$ cat src/rtl/sensor_poll_controller.sv
// rtl/sensor_poll_controller.sv - DHT11 poll sequencer: spaced triggers, phase timeouts, checksum check, retries
module sensor_poll_controller #(
    parameter int INTERVAL = 100_000_000,
    parameter int TIMEOUT  = 5_000_000,
    parameter int RETRIES  = 3
) (
    input  logic       clock,
    input  logic       reset,
    input  logic       auto_en,
    input  logic       req,
    output logic       dec_enable,
    output logic       dec_reset,
    input  logic       dec_hold,
    input  logic [7:0] dec_hum_int,
    input  logic [7:0] dec_hum_frac,
    input  logic [7:0] dec_temp_int,
    input  logic [7:0] dec_temp_frac,
    input  logic [7:0] dec_checksum,
    output logic [7:0] hum_int,
    output logic [7:0] hum_frac,
    output logic [7:0] temp_int,
    output logic [7:0] temp_frac,
    output logic       valid,
    output logic       fail,
    output logic       busy,
    output logic       data_ok,
    output logic [7:0] err_count
);
    localparam int GW = $clog2(INTERVAL + 1);
    localparam int TW = (TIMEOUT > 1) ? $clog2(TIMEOUT) : 1;
    localparam int AW = (RETRIES > 0) ? $clog2(RETRIES + 1) : 1;

    localparam logic [2:0] S_IDLE    = 3'd0;
    localparam logic [2:0] S_TRIG    = 3'd1;
    localparam logic [2:0] S_WAIT_HI = 3'd2;
    localparam logic [2:0] S_WAIT_LO = 3'd3;
    localparam logic [2:0] S_EVAL    = 3'd4;

    logic [2:0]    state_q, state_d;
    logic [GW-1:0] gap_cnt_q, gap_cnt_d;
    logic [TW-1:0] tmo_cnt_q, tmo_cnt_d;
    logic [AW-1:0] attempt_q, attempt_d;
    logic          req_pend_q, req_pend_d;
    logic          retry_pend_q, retry_pend_d;
    logic          force_fail_q, force_fail_d;
    logic          enable_q;
    logic [31:0]   data_q, data_d;
    logic          valid_q, valid_d;
    logic          fail_q, fail_d;
    logic          data_ok_q, data_ok_d;
    logic [7:0]    err_count_q, err_count_d;

    logic       gap_ready;
    logic       tmo_expired;
    logic       start;
    logic [7:0] sum;
    logic       frame_ok;

    assign gap_ready   = (gap_cnt_q == GW'(INTERVAL));
    assign tmo_expired = (tmo_cnt_q == TW'(TIMEOUT - 1));
    assign start       = retry_pend_q | req_pend_q | req | auto_en;
    assign sum         = dec_hum_int + dec_hum_frac + dec_temp_int + dec_temp_frac;
    // The decoder zeroes its frame on error, so a zero humidity byte is rejected too.
    assign frame_ok    = !force_fail_q && (sum == dec_checksum) && (dec_hum_int != 8'd0);

    always_comb begin
        state_d      = state_q;
        gap_cnt_d    = gap_ready ? gap_cnt_q : gap_cnt_q + 1'b1;
        tmo_cnt_d    = tmo_cnt_q;
        attempt_d    = attempt_q;
        req_pend_d   = req_pend_q | req;
        retry_pend_d = retry_pend_q;
        force_fail_d = force_fail_q;
        data_d       = data_q;
        valid_d      = 1'b0;
        fail_d       = 1'b0;
        data_ok_d    = data_ok_q;
        err_count_d  = err_count_q;

        case (state_q)
            S_IDLE: begin
                if (gap_ready && start) begin
                    state_d    = S_TRIG;
                    req_pend_d = 1'b0;
                end
            end
            S_TRIG: begin
                tmo_cnt_d = '0;
                state_d   = S_WAIT_HI;
            end
            S_WAIT_HI: begin
                if (dec_hold) begin
                    tmo_cnt_d = '0;
                    state_d   = S_WAIT_LO;
                end else if (tmo_expired) begin
                    force_fail_d = 1'b1;
                    state_d      = S_EVAL;
                end else begin
                    tmo_cnt_d = tmo_cnt_q + 1'b1;
                end
            end
            S_WAIT_LO: begin
                if (!dec_hold) begin
                    state_d = S_EVAL;
                end else if (tmo_expired) begin
                    force_fail_d = 1'b1;
                    state_d      = S_EVAL;
                end else begin
                    tmo_cnt_d = tmo_cnt_q + 1'b1;
                end
            end
            S_EVAL: begin
                state_d      = S_IDLE;
                gap_cnt_d    = '0;
                force_fail_d = 1'b0;
                if (frame_ok) begin
                    data_d       = {dec_hum_int, dec_hum_frac, dec_temp_int, dec_temp_frac};
                    valid_d      = 1'b1;
                    data_ok_d    = 1'b1;
                    attempt_d    = '0;
                    retry_pend_d = 1'b0;
                end else if (attempt_q < AW'(RETRIES)) begin
                    attempt_d    = attempt_q + 1'b1;
                    retry_pend_d = 1'b1;
                end else begin
                    fail_d       = 1'b1;
                    attempt_d    = '0;
                    retry_pend_d = 1'b0;
                    if (err_count_q != 8'hff) begin
                        err_count_d = err_count_q + 8'd1;
                    end
                end
            end
            default: state_d = S_IDLE;
        endcase
    end

    always_ff @(posedge clock) begin
        if (reset) begin
            state_q      <= S_IDLE;
            gap_cnt_q    <= '0;
            tmo_cnt_q    <= '0;
            attempt_q    <= '0;
            req_pend_q   <= 1'b0;
            retry_pend_q <= 1'b0;
            force_fail_q <= 1'b0;
            enable_q     <= 1'b0;
            data_q       <= '0;
            valid_q      <= 1'b0;
            fail_q       <= 1'b0;
            data_ok_q    <= 1'b0;
            err_count_q  <= '0;
        end else begin
            state_q      <= state_d;
            gap_cnt_q    <= gap_cnt_d;
            tmo_cnt_q    <= tmo_cnt_d;
            attempt_q    <= attempt_d;
            req_pend_q   <= req_pend_d;
            retry_pend_q <= retry_pend_d;
            force_fail_q <= force_fail_d;
            enable_q     <= 1'b1;
            data_q       <= data_d;
            valid_q      <= valid_d;
            fail_q       <= fail_d;
            data_ok_q    <= data_ok_d;
            err_count_q  <= err_count_d;
        end
    end

    assign dec_enable = enable_q;
    assign dec_reset  = (state_q == S_TRIG);
    assign hum_int    = data_q[31:24];
    assign hum_frac   = data_q[23:16];
    assign temp_int   = data_q[15:8];
    assign temp_frac  = data_q[7:0];
    assign valid      = valid_q;
    assign fail       = fail_q;
    assign busy       = (state_q != S_IDLE) | req_pend_q | retry_pend_q;
    assign data_ok    = data_ok_q;
    assign err_count  = err_count_q;

endmodule

$ cat config.mk
export PLATFORM = sky130hd
export DESIGN_NAME = sensor_poll_controller
export DESIGN_NICKNAME = d
export VERILOG_FILES = /design/src/rtl/sensor_poll_controller.sv
export SDC_FILE = /design/constraint.sdc
export NUM_CORES = 1
export LEC_CHECK = 0
export CAP_MARGIN = 40
export CORE_MARGIN = 3
export CORE_UTILIZATION = 55
export CTS_CLUSTER_DIAMETER = 30
export CTS_CLUSTER_SIZE = 24
export DETAILED_ROUTE_END_ITERATION = 12
export PLACE_DENSITY = 0.85
export RECOVER_POWER = 25
export SYNTH_ARGS = -nofsm -noshare
export SYNTH_HDL_FRONTEND = slang
export SYNTH_SLANG_ARGS = --single-unit
$ cat constraint.sdc
create_clock -name clock -period 7.9 [get_ports clock]
set_clock_uncertainty 0.05 [all_clocks]
set_input_delay 1.58 -clock clock [delete_from_list [all_inputs] [get_ports clock]]
set_output_delay 1.58 -clock clock [all_outputs]
set_load 0.005 [all_outputs]
# Word level (Yosys, flattened, before mapping)
# Cells that the tools add are included.
# W data, S select, Z words.
word_totals:
  out_inout_bits: 46
  ff_bits: 102
op_classes:
  addsub: 7
  muxes: 22
  n_reduce_logical: 16
  bitwise_logic: 9
  n_eq_ne: 11
  n_lt_le_gt_ge: 1
ops:
  columns: ["op", "count"]
  rows:
  - ["$mux W23", 3]
  - ["$pmux W23 S3", 1]
  - ["$add A27 B1 Y27 const B", 1]
  - ["$eq A27 B27 Y1 const B", 1]
  - ["$add A8 B8 Y8", 3]
  - ["$add A23 B1 Y23 const B", 1]
  - ["$eq A23 B23 Y1 const B", 1]
  - ["$mux W3", 4]
  - ["$pmux W3 S4", 1]
  - ["$mux W1", 10]
  - ["$reduce_bool A3 Y1", 3]
  - ["$add A8 B1 Y8 const B", 1]
  - ["$eq A8 B8 Y1", 1]
  - ["$ne A8 B8 Y1 const B", 1]
  - ["$reduce_bool A8 Y1", 1]
  - ["$eq A3 B2 Y1 const B", 2]
  - ["$ne A2 B2 Y1 const B", 3]
  - ["$or A1 B1 Y1", 6]
  - ["$mux W2", 2]
  - ["$reduce_and A2 Y1", 2]
  - ["$reduce_and A4 Y1", 1]
  - ["$reduce_or A2 Y1", 2]
  - ["$eq A3 B1 Y1 const B", 1]
  - ["$eq A3 B3 Y1 const B", 1]
  - ["other kinds (9)", 13]

# Depth between registers and ports, before layout
# Gate-level depths: netlist of run 1.
logic_depth:
  ltp_word: 8
  ltp_mapped: 15
  ltp_nobuf: 13

# Worst setup path before layout of run 1
# OpenSTA, ideal clock, no wires.
synth_timing:
  path_type: "input to register"
  start: "input dec_hum_int[1]"
  end: "register err_count_q[6], in the netlist err_count[6]"
  t_required_ns: 7.729
  t_arrival_ns: 4.795
  path_stages: 14
  path_buffers: 1
  setup_ns: 0.121
  slack_ns: 2.933
  cell_sequence: "fa_1 inv_1 fa_1 inv_1 ha_1 fa_1 a21o_1 a21oi_1 o21ai_1 xnor2_1 nor3_2 buf_6 nor4_2 mux2_4"
synth_between:
  elab_chain_len: 8
  word_cells_on_any_way: 9
  classes_between: "3 x add/sub; 1 x eq/ne; 1 x bitwise; 4 x reduce/logical"
synth_lines:
  columns: ["element", "line", "text"]
  rows:
  - ["start: declaration", "14", "input logic [7:0] dec_hum_int,"]
  - ["$add A8 B8 Y8 (3 in series)", "62", "assign sum = dec_hum_int + dec_hum_frac + dec_temp_int + dec_temp_frac;"]
  - ["$eq A8 B8 Y1", "64", "assign frame_ok = !force_fail_q && (sum == dec_checksum) && (dec_hum_int != 8'd0);"]
  - ["$logic_and A1 B1 Y1", "64", null]
  - ["$logic_and A1 B1 Y1 *", "64", null]
  - ["$not A1 Y1 (no source line) *", null, null]
  - ["$reduce_and A4 Y1 (no source line) *", null, null]
  - ["end signal: assignment", "166", "err_count_q <= err_count_d;"]
  - ["end: declaration", "51", "logic [7:0] err_count_q, err_count_d;"]
# Every way passes the cells marked *; elsewhere a longest branch is shown, timed or not.
# A chain may end at the register's enable or synchronous reset.

# Final worst setup path of run 1
layout_timing:
  start: "input dec_hum_int[1]"
  end: "register err_count_q[4], in the netlist err_count[4]"
# Same word-level chain as after synthesis.

==> results.toml, run 1 <==
[hold_path]
hold_path_class = "flop to flop"

[synth]
synth_edf_count = 0
synthDominantCellAreaShare = 0.396
synthTopCellsByArea = "dfxtp_1 40%, nor2_1 7.2%, mux2i_1 6.6%, xor2_1 5.6%, fa_1 5.4%"
synth_top_area_cell = "dfxtp_1"
synth_flop_cell = "dfxtp_1"
async_flop_share = 0
netlist_area_mm2 = 0.00516
synth_cell_types = 55
synthesis.nets = 628
ys_seq_area_frac = 0.396
yosysWarnings = 0
syn_avg_cell_area_um2 = 9.26
postSynthCellCount = 557
yosys_register_bits = 102

[floorplan]
start_util = 0.578
io_pins = 91
dieArea_mm2 = 0.0106
coreArea_mm2 = 0.00893
placementRows = 34
die_w_um = 103
die_h_um = 103

[clock_tree]
cts_buffer_depth = 2
clockRootBuffer = "clkbuf_8"
clk_latency_ns = 0.37
cts_sinks = 102
cts_resized = 0
cts_buffers = 9
holdBufCountCts = 0
cts_htree_levels = 3
post_cts_buffers = 0
path_clk_slew_ns = 0.10
cts_tree = "yes"

[global_route]
antenna_found_initial = 0
grt_first_pass_wirelength_um = 19300
grt.total_usage = 0.229
gr-total-overflow = 0
grt_start_max_net_pins = 37
grt_pass1_vias = 4345

[finish]
utilization = 0.698
multi_input_comb_area_mm2 = 0.00290
fill_cells = 693
finalNetCount = 710
instances_no_fill = 752
drive_gt1_frac = 0.0466
diodes = 0
area_growth_pct = 20.8
regArea_mm2 = 0.00204

[power_and_ir_drop]
power_mw = 1.10
power_density_mw_per_mm2 = 177
ir_worst_vdd_uv = 96.5
p_leak_nw = 2.22

[critical_path]
crit_path_start_kind = "input pin"
setup.worst_path.class = "input pin to flop"
cp.required_ns = 8.11
cp.arrival_ns = 5.87
critPathMaxFanout = 14
endpoint_kind = "flop"

[placed_design]
port_buffers = 90
place.gp.congestion = 0.841
dp_hpwl_um = 8600
placedCellCount = 736
preCtsSetupSlack_ns = 1.91

[sta]
fmax_mhz = 177
worst_pin_slew_ns = 1.57
hold_viol_final = 0
worst_slack_ns = 2.24
maxSlewViolCount = 37
relSlewSlack = -0.0453
setup_tns_ns = 0
layout_min_cycle_time_ns = 5.66
rsz0062_at_grt = "false"
period_share = 0.717
setup_viol = 0

[routing]
first_pass_iters = 6
drc = 0
via_per_inst = 5.59
ant_nets = 0
wire_per_inst_um = 15.5
drt_iter0_drc = 159
wl_um = 11600
vias = 4207

[job]
cap_violations = 1

[status]
violations = "max-capacitance violations, max-slew violations"
status = "finished with violations"
-- power breakdown --
group,internal [mW],leakage (nW),total [mW],switching [mW]
Combinational,0.112,1.32,0.261,0.149
Sequential,0.522,0.823,0.537,0.0154
Clock,0.118,0.0781,0.304,0.186
Total,0.752,2.22,1.10,0.350
-- final timing paths --
check,start,to,slack [ns],depth (start not counted)
max,dec_hum_int[1],err_count[4]$_SDFFE_PP0P_,2.24,14
min,force_fail_q$_SDFFE_PP0P_,force_fail_q$_SDFFE_PP0P_,0.44,2
max reg2reg,tmo_cnt_q[0]$_SDFFE_PP0P_,tmo_cnt_q[12]$_SDFFE_PP0P_,5.31,7
min reg2reg,force_fail_q$_SDFFE_PP0P_,force_fail_q$_SDFFE_PP0P_,0.44,2
-- cell families (layout without fill, tap and decap cells) --
kind of cell	Yosys count	count (layout)	synth area share
simple gates	237	237	0.236
compound gates	55	55	0.0652
buf+inv	41	128	0.0439
mux	39	39	0.0783
xor+xnor	56	56	0.0951
flops	102	102	0.396
fa+ha+maj	27	27	0.0856
-- per-stage QoR --
step	area (um2)	hold slack, ns
3_3_place_gp	6050	0.416
4_1_cts	6260	0.449
3_5_place_dp	6090	0.419
6_report	6230	0.440
2_1_floorplan	5160	0.391
5_1_grt	6230	0.478
-- per-layer routing --
layer / vias up / wire length [um] / GRT usage
met3: 15 / 555 / 0.0670
met1: 2004 / 4930 / 0.273
met2: 97 / 5990 / 0.400
li1: 2091 / - / -
met5: - / 0 / 0
met4: 0 / 175 / 0.0697
-- layout make-up --
type,instances,area share
repair buffers,93,0.146
clock buffers,11,0.0211
flip-flops and latches,102,0.328
multi-input cells,414,0.465
well taps,108,0.0217
clock inverters,5,0.00683
inverters,19,0.0114
-- state kept, by name, indices dropped and copies added (netlist names) --
| signal | cells |
|---|---|
| data_q | 32 |
| gap_cnt_q | 27 |
| tmo_cnt_q | 23 |
| err_count | 8 |
| state_q | 3 |
| attempt_q | 2 |
| data_ok | 1 |
| dec_enable | 1 |
| fail | 1 |
| force_fail_q | 1 |
| req_pend_q | 1 |
| retry_pend_q | 1 |
| valid | 1 |
-- cell usage in the layout (no fill, tap or decap), drive strengths merged, types with 2 or more instances in the layout --
| cell | n |
|---|---|
| a21o | 3 |
| inv | 21 |
| nand3 | 23 |
| clkdlybuf4s50 | 82 |
| and4 | 7 |
| a211oi | 2 |
| dfxtp | 102 |
| mux2 | 5 |
| nor3b | 2 |
| nand4b | 2 |
| o21ai | 15 |
| o31ai | 3 |
| xor2 | 33 |
| clkbuf | 14 |
| and3 | 7 |
| a21oi | 21 |
| dlygate4sd3 | 7 |
| nor2b | 5 |
| nor2 | 99 |
| or3 | 9 |
| nor4b | 4 |
| xnor2 | 23 |
| a31oi | 3 |
| mux2i | 34 |
| nand2b | 3 |
| fa | 14 |
| and2 | 4 |
| nand2 | 31 |
| clkinvlp | 3 |
| or4 | 2 |
| ha | 12 |
| nand4 | 16 |
| nor4 | 9 |
| nor3 | 11 |
-- critical path, stage by stage --
cell,delay [ns]
clkdlybuf4s50_1,0.47
fa_1,0.55
inv_1,0.05
fa_1,0.50
inv_1,0.04
ha_1,0.22
fa_1,0.41
a21o_1,0.18
a21oi_1,0.26
o21ai_1,0.14
xnor2_1,0.23
nor3_2,0.75
nor4_1,0.15
mux2_1,0.34
-- synthesized netlist by cell type (2+ instances only) --
master	n
or4_1	2
nor4b_1	4
buf_6	3
nand2b_1	3
buf_12	3
mux2i_1	34
a21o_1	3
xor2_1	33
and4_1	7
clkbuf_1	15
nor3b_1	2
nand2_1	31
or3_1	9
fa_1	14
ha_1	12
a21oi_1	21
nor2b_1	5
nor2_1	99
a31oi_1	3
o21ai_0	7
dfxtp_1	102
nor4_2	4
mux2_4	2
and2_1	4
o21ai_1	7
inv_1	19
nor3_1	7
o31ai_1	2
and3_1	7
nor3_2	3
nand3_1	23
nand4b_1	2
a211oi_1	2
mux2_1	2
nand4_1	15
nor4_1	5
xnor2_1	23
(Power assumes the default switching activity.)
==> run 2, diff against run 1 <==
--- a/config.mk
+++ b/config.mk
@@ -7,11 +7,11 @@
 export LEC_CHECK = 0
 export CAP_MARGIN = 40
 export CORE_MARGIN = 3
-export CORE_UTILIZATION = 55
+export CORE_UTILIZATION = 53
 export CTS_CLUSTER_DIAMETER = 30
 export CTS_CLUSTER_SIZE = 24
 export DETAILED_ROUTE_END_ITERATION = 12
-export PLACE_DENSITY = 0.85
+export PLACE_DENSITY = 0.82
 export RECOVER_POWER = 25
 export SYNTH_ARGS = -nofsm -noshare
 export SYNTH_HDL_FRONTEND = slang
==> constraint.sdc (replaced) <==
create_clock -name clock -period 5.7 [get_ports clock]
set_clock_uncertainty 0.05 [all_clocks]
set_input_delay 1.14 -clock clock [delete_from_list [all_inputs] [get_ports clock]]
set_output_delay 1.14 -clock clock [all_outputs]
set_load 0.005 [all_outputs]
==> run 2 against run 1 <==
  * The run now ends clean
  * Routed wire length decreased by 1.5%
  * Global-route usage shrank 1.8 points
  * Die area rose by 3.6%
  * Flip-flop and latch count did not move
  * Register-to-register slack worse by 2.2 ns
  * Sequential power rose by 38%
  * Non-clock buffer count rose by 2
  * Combinational power is 35% higher
  * Sequential share of layout area shrank 0.59 points
  * Critical path depth increased by 1
  * Hold slack better by 0.012 ns
==> results.toml, run 2 (same netlist as run 1, synthesis figures left out) <==
[floorplan]
start_util = 0.551
placementRows = 35
io_pins = 91
die_w_um = 105
dieArea_mm2 = 0.0110
coreArea_mm2 = 0.00937
die_h_um = 105

[status]
status = "finished clean"

[routing]
drc = 0
wire_per_inst_um = 14.8
via_per_inst = 5.42
ant_nets = 0
first_pass_iters = 4
wl_um = 11500
vias = 4202
drt_iter0_drc = 149

[clock_tree]
cts_htree_levels = 3
cts_tree = "yes"
cts_sinks = 102
holdBufCountCts = 0
path_clk_slew_ns = 0.10
cts_buffer_depth = 2
clk_latency_ns = 0.36
cts_resized = 0
cts_buffers = 9
clockRootBuffer = "clkbuf_8"
post_cts_buffers = 0

[global_route]
gr-total-overflow = 0
antenna_found_initial = 0
grt_start_max_net_pins = 31
grt_first_pass_wirelength_um = 19200
grt.total_usage = 0.211
grt_pass1_vias = 4198

[placed_design]
place.gp.congestion = 0.810
port_buffers = 90
dp_hpwl_um = 8670
preCtsSetupSlack_ns = 0.309

[finish]
diodes = 0
drive_gt1_frac = 0.0511
finalNetCount = 712
largest_reg_flops = 32
area_growth_pct = 23.0
final_common_cell = "dfxtp_1"
largest-register = "data_q"
final_cell_mix = "102 x dfxtp_1, 99 x nor2_1, 83 x clkdlybuf4s50_1"
largest_registers = "data_q x32, gap_cnt_q x27, tmo_cnt_q x23"

[sta]
worst_pin_slew_ns = 1.33
setup_viol = 0
maxSlewViolCount = 0
rsz0062_at_grt = "false"
worst_slack_ns = 0.708
period_share = 0.876
relSlewSlack = 0.113
hold_slack_ns = 0.452
setup_tns_ns = 0
layout_min_cycle_time_ns = 4.99
fmax_mhz = 200
hold_viol_final = 0

[power_and_ir_drop]
power_density_mw_per_mm2 = 255
p_leak_nw = 2.27
ir_worst_vdd_uv = 180
power_switching_uw = 456
p_clk_frac = 0.323
comb_power_share = 0.218
power_mw = 1.62
swShare = 0.282
p_int_mw = 1.16
p_seq_frac = 0.459

[critical_path]
cp_slowest_cell = "fa_1"
endpoint_kind = "flop"
timing.critical_path.buf_inv = 4
cpMostUsedCell = "fa_1"
setup.worst_path.class = "input pin to flop"
cp.arrival_ns = 5.19
worstPathCellList = "clkdlybuf4s50_1, fa_1, inv_1, fa_1, inv_1, ha_1, fa_1, a21o_1, a21oi_1, o21ai_1, xnor2_1, nor3_2, buf_4, nor4_1, mux2_1"
critPathMaxFanout = 14
cp.required_ns = 5.90
cpPeakStageDelay_ns = 0.55
crit_path_start_kind = "input pin"
cp_top_family = "adder cells"

[job]
cap_violations = 0

[hold_path]
hold_path_class = "flop to flop"
-- run 2: changes by cell type in the layout (fill, tap and decap cells not counted), sizes merged --
cell,before,now
clkinvlp,3,0
clkinv,0,1
bufinv,0,2
inv,21,19
clkbuf,14,16
clkdlybuf4s50,82,83
buf,1,3
dlygate4sd3,7,6
-- run 2: stage by stage --
stage                     instance area (um2)   util  cells
after floorplan                          5160      -    557
after detailed placement                 6150  0.656    759
after CTS                                6380  0.681    775
after global routing                     6350  0.677    775
final                                    6350  0.677    775
after global placement                   6110  0.652    757
-- run 2: routing by layer --
| layer | part of all wire | GRT usage | up-vias |
|---|---|---|---|
| met5 | 0 | 0 | - |
| met4 | 0.020 | 0.0759 | 0 |
| met3 | 0.048 | 0.0574 | 16 |
| met2 | 0.49 | 0.350 | 82 |
| met1 | 0.45 | 0.263 | 2019 |
| li1 | - | - | 2085 |
-- run 2: power groups by stage --
stage                     Combinational (mW)  Clock (mW)  Sequential (mW)
after CTS                              0.358       0.536            0.743
after global routing                   0.391       0.559            0.746
after detailed placement               0.355           0            0.759
after global placement                 0.338           0            0.759
final                                  0.352       0.522            0.743
after floorplan                        0.262           0            0.748
-- run 2: worst paths after layout --
path | end | slack, ns | depth (start not counted) | start
setup / recovery | err_count[4]$_SDFFE_PP0P_ | 0.71 | 15 | dec_hum_int[1]
hold / removal | tmo_cnt_q[10]$_SDFFE_PP0P_ | 0.45 | 2 | tmo_cnt_q[10]$_SDFFE_PP0P_
setup reg to reg | tmo_cnt_q[12]$_SDFFE_PP0P_ | 3.14 | 7 | tmo_cnt_q[1]$_SDFFE_PP0P_
hold reg to reg | tmo_cnt_q[10]$_SDFFE_PP0P_ | 0.45 | 2 | tmo_cnt_q[10]$_SDFFE_PP0P_
-- run 2: tightest hold or removal path, cell delays in order (launching register included) --
cell     delay (ns)
dfxtp_1        0.33
o21ai_1        0.07
a21oi_1        0.06
-- run 2: final cells by class --
cell class | instances | area, um2
Clock buffer | 13 | 169
Fill cell | 763 | 3030
Tap cell | 129 | 161
Clock inverter | 3 | 65.1
Multi-Input combinational cell | 414 | 2900
Inverter | 19 | 71.3
Timing Repair Buffer | 95 | 937
Sequential cell | 102 | 2040
==> run 3, diff against run 2 <==
--- a/config.mk
+++ b/config.mk
@@ -6,6 +6,7 @@
 export NUM_CORES = 1
 export LEC_CHECK = 0
 export CAP_MARGIN = 40
+export CORE_ASPECT_RATIO = 1.25
 export CORE_MARGIN = 3
 export CORE_UTILIZATION = 53
 export CTS_CLUSTER_DIAMETER = 30
==> run 3 against run 2 <==
  * Global-route usage increased by 1.3 points
  * Critical endpoint is now err_count[5]$_SDFFE_PP0P_
  * Highest routed layer unchanged
  * Cell area increased by 1.0%
  * Maximum frequency decreased by 2.4%
  * Register-to-register slack got worse by 0.06 ns
  * Clock power increased by 19%
  * Sequential share of layout area decreased by 0.33 points
  * Clock-buffer cell count decreased by 1
  * Via count increased by 0.43%
  * Setup slack got worse by 0.12 ns
==> results.toml, run 3 (same netlist as run 1, synthesis figures left out) <==
[clock_tree]
cts_sinks = 102
path_clk_slew_ns = 0.06
clockRootBuffer = "clkbuf_16"
cts_htree_levels = 3
cts_resized = 0
holdBufCountCts = 0
cts_buffers = 9
clk_latency_ns = 0.35
cts_tree = "yes"
post_cts_buffers = 0
cts_buffer_depth = 2

[critical_path]
setup.worst_path.class = "input pin to flop"
crit_path_start_kind = "input pin"
worstPathCellList = "clkdlybuf4s50_1, fa_1, inv_1, fa_1, inv_1, ha_1, fa_1, a21o_1, a21oi_1, o21ai_1, xnor2_1, nor3_2, buf_4, nor4_1, mux2_1"
cp.arrival_ns = 5.29
critPathMaxFanout = 14
cpMostUsedCell = "fa_1"
cp.required_ns = 5.88
endpoint_kind = "flop"
cpPeakStageDelay_ns = 0.57
cp_slowest_cell = "fa_1"
r2r_cells = 7

[hold_path]
min_path_cells = 2
hold_path_class = "flop to flop"

[routing]
drc = 0
ant_nets = 0
wire_per_inst_um = 15.4
via_per_inst = 5.49
drt_iter0_drc = 177
vias = 4220
first_pass_iters = 6
wl_um = 11900

[global_route]
grt_pass1_vias = 4204
grt.total_usage = 0.223
grt_start_max_net_pins = 34
antenna_found_initial = 0
grt_first_pass_wirelength_um = 19500
gr-total-overflow = 0

[finish]
largest_registers = "data_q x32, gap_cnt_q x27, tmo_cnt_q x23"
largest_reg_flops = 32
finalNetCount = 711
fill_cells = 735
final_common_cell = "dfxtp_1"
drive_gt1_frac = 0.0512
area_growth_pct = 24.2
diodes = 0
final_cell_mix = "102 x dfxtp_1, 99 x nor2_1, 55 x clkdlybuf4s50_1"
largest-register = "data_q"

[sta]
hold_slack_ns = 0.423
setup_viol = 0
layout_min_cycle_time_ns = 5.11
setup_tns_ns = 0
fmax_mhz = 196
rsz0062_at_grt = "false"
hold_viol_final = 0
maxSlewViolCount = 0
period_share = 0.897
worst_pin_slew_ns = 1.35
relSlewSlack = 0.100

[power_and_ir_drop]
power_density_mw_per_mm2 = 269
p_leak_nw = 2.41
ir_worst_vdd_uv = 152

[floorplan]
coreArea_mm2 = 0.00932
io_pins = 91
die_w_um = 94.3
placementRows = 39
die_h_um = 116
dieArea_mm2 = 0.0110
start_util = 0.554

[job]
cap_violations = 0

[placed_design]
place.gp.congestion = 0.805
port_buffers = 90
dp_hpwl_um = 8730

[status]
status = "finished clean"
run 3: cell types whose count changed in the layout (fill, tap and decap cells not counted), moves of 2 or more:
cell             change
clkbuf_8            -11
inv_6                +2
clkdlybuf4s50_1     -28
clkbuf_16            +9
dlygate4sd3_1       +28
run 3: path summary, 6_finish.rpt:
path                             start                         end  slack [ns]
max                     dec_hum_int[1]   err_count[5]$_SDFFE_PP0P_        0.59
min          retry_pend_q$_SDFFE_PP0P_   retry_pend_q$_SDFFE_PP0P_        0.42
max reg2reg  tmo_cnt_q[0]$_SDFFE_PP0P_  tmo_cnt_q[14]$_SDFFE_PP0P_        3.08
min reg2reg  retry_pend_q$_SDFFE_PP0P_   retry_pend_q$_SDFFE_PP0P_        0.42
run 3: where the power goes:
group          switching [mW]  leakage, nW  internal (mW)  total, mW
Sequential             0.0208        0.823          0.723      0.744
Combinational           0.200         1.44          0.157      0.357
Clock                   0.266        0.148          0.355      0.622
run 3: final cells by class:
cell class                 instances  area, um2  area share
clock buffer                      12        246      0.0384
clock inverter                     4       52.6     0.00820
multi-input combinational        414       2900       0.452
inverter                          19       71.3      0.0111
tap                              123        154      0.0240
timing repair buffer              94        945       0.147
sequential                       102       2040       0.319
run 3: critical path: cells and delay by family:
kind            cells  cell delay [ns]
compound gates      3             0.52
xor+xnor            1             0.34
fa+ha+maj           4             1.71
buf+inv             4             0.78
mux                 1             0.37
simple gates        2             0.42
run 3: metal layers:
layer  part of all wire  global-route usage  vias to the layer above
li1                   -                   -                     2089
met3              0.045              0.0522                       23
met4              0.027              0.0934                        0
met5                  0                   0                        -
met1               0.40               0.262                     2021
met2               0.53               0.391                       87
run 3: stage by stage:
step | power [mW] | instance area [um2] | utilization | cells | setup slack, ns
after global placement | 1.10 | 6090 | 0.653 | 751 | 0.457
after CTS | 1.73 | 6410 | 0.688 | 768 | 0.597
final | 1.72 | 6410 | 0.688 | 768 | 0.586
after floorplan | 1.01 | 5160 | - | 557 | 1.17
after global routing | 1.80 | 6410 | 0.688 | 768 | 0.368
after detailed placement | 1.11 | 6110 | 0.656 | 752 | 0.264
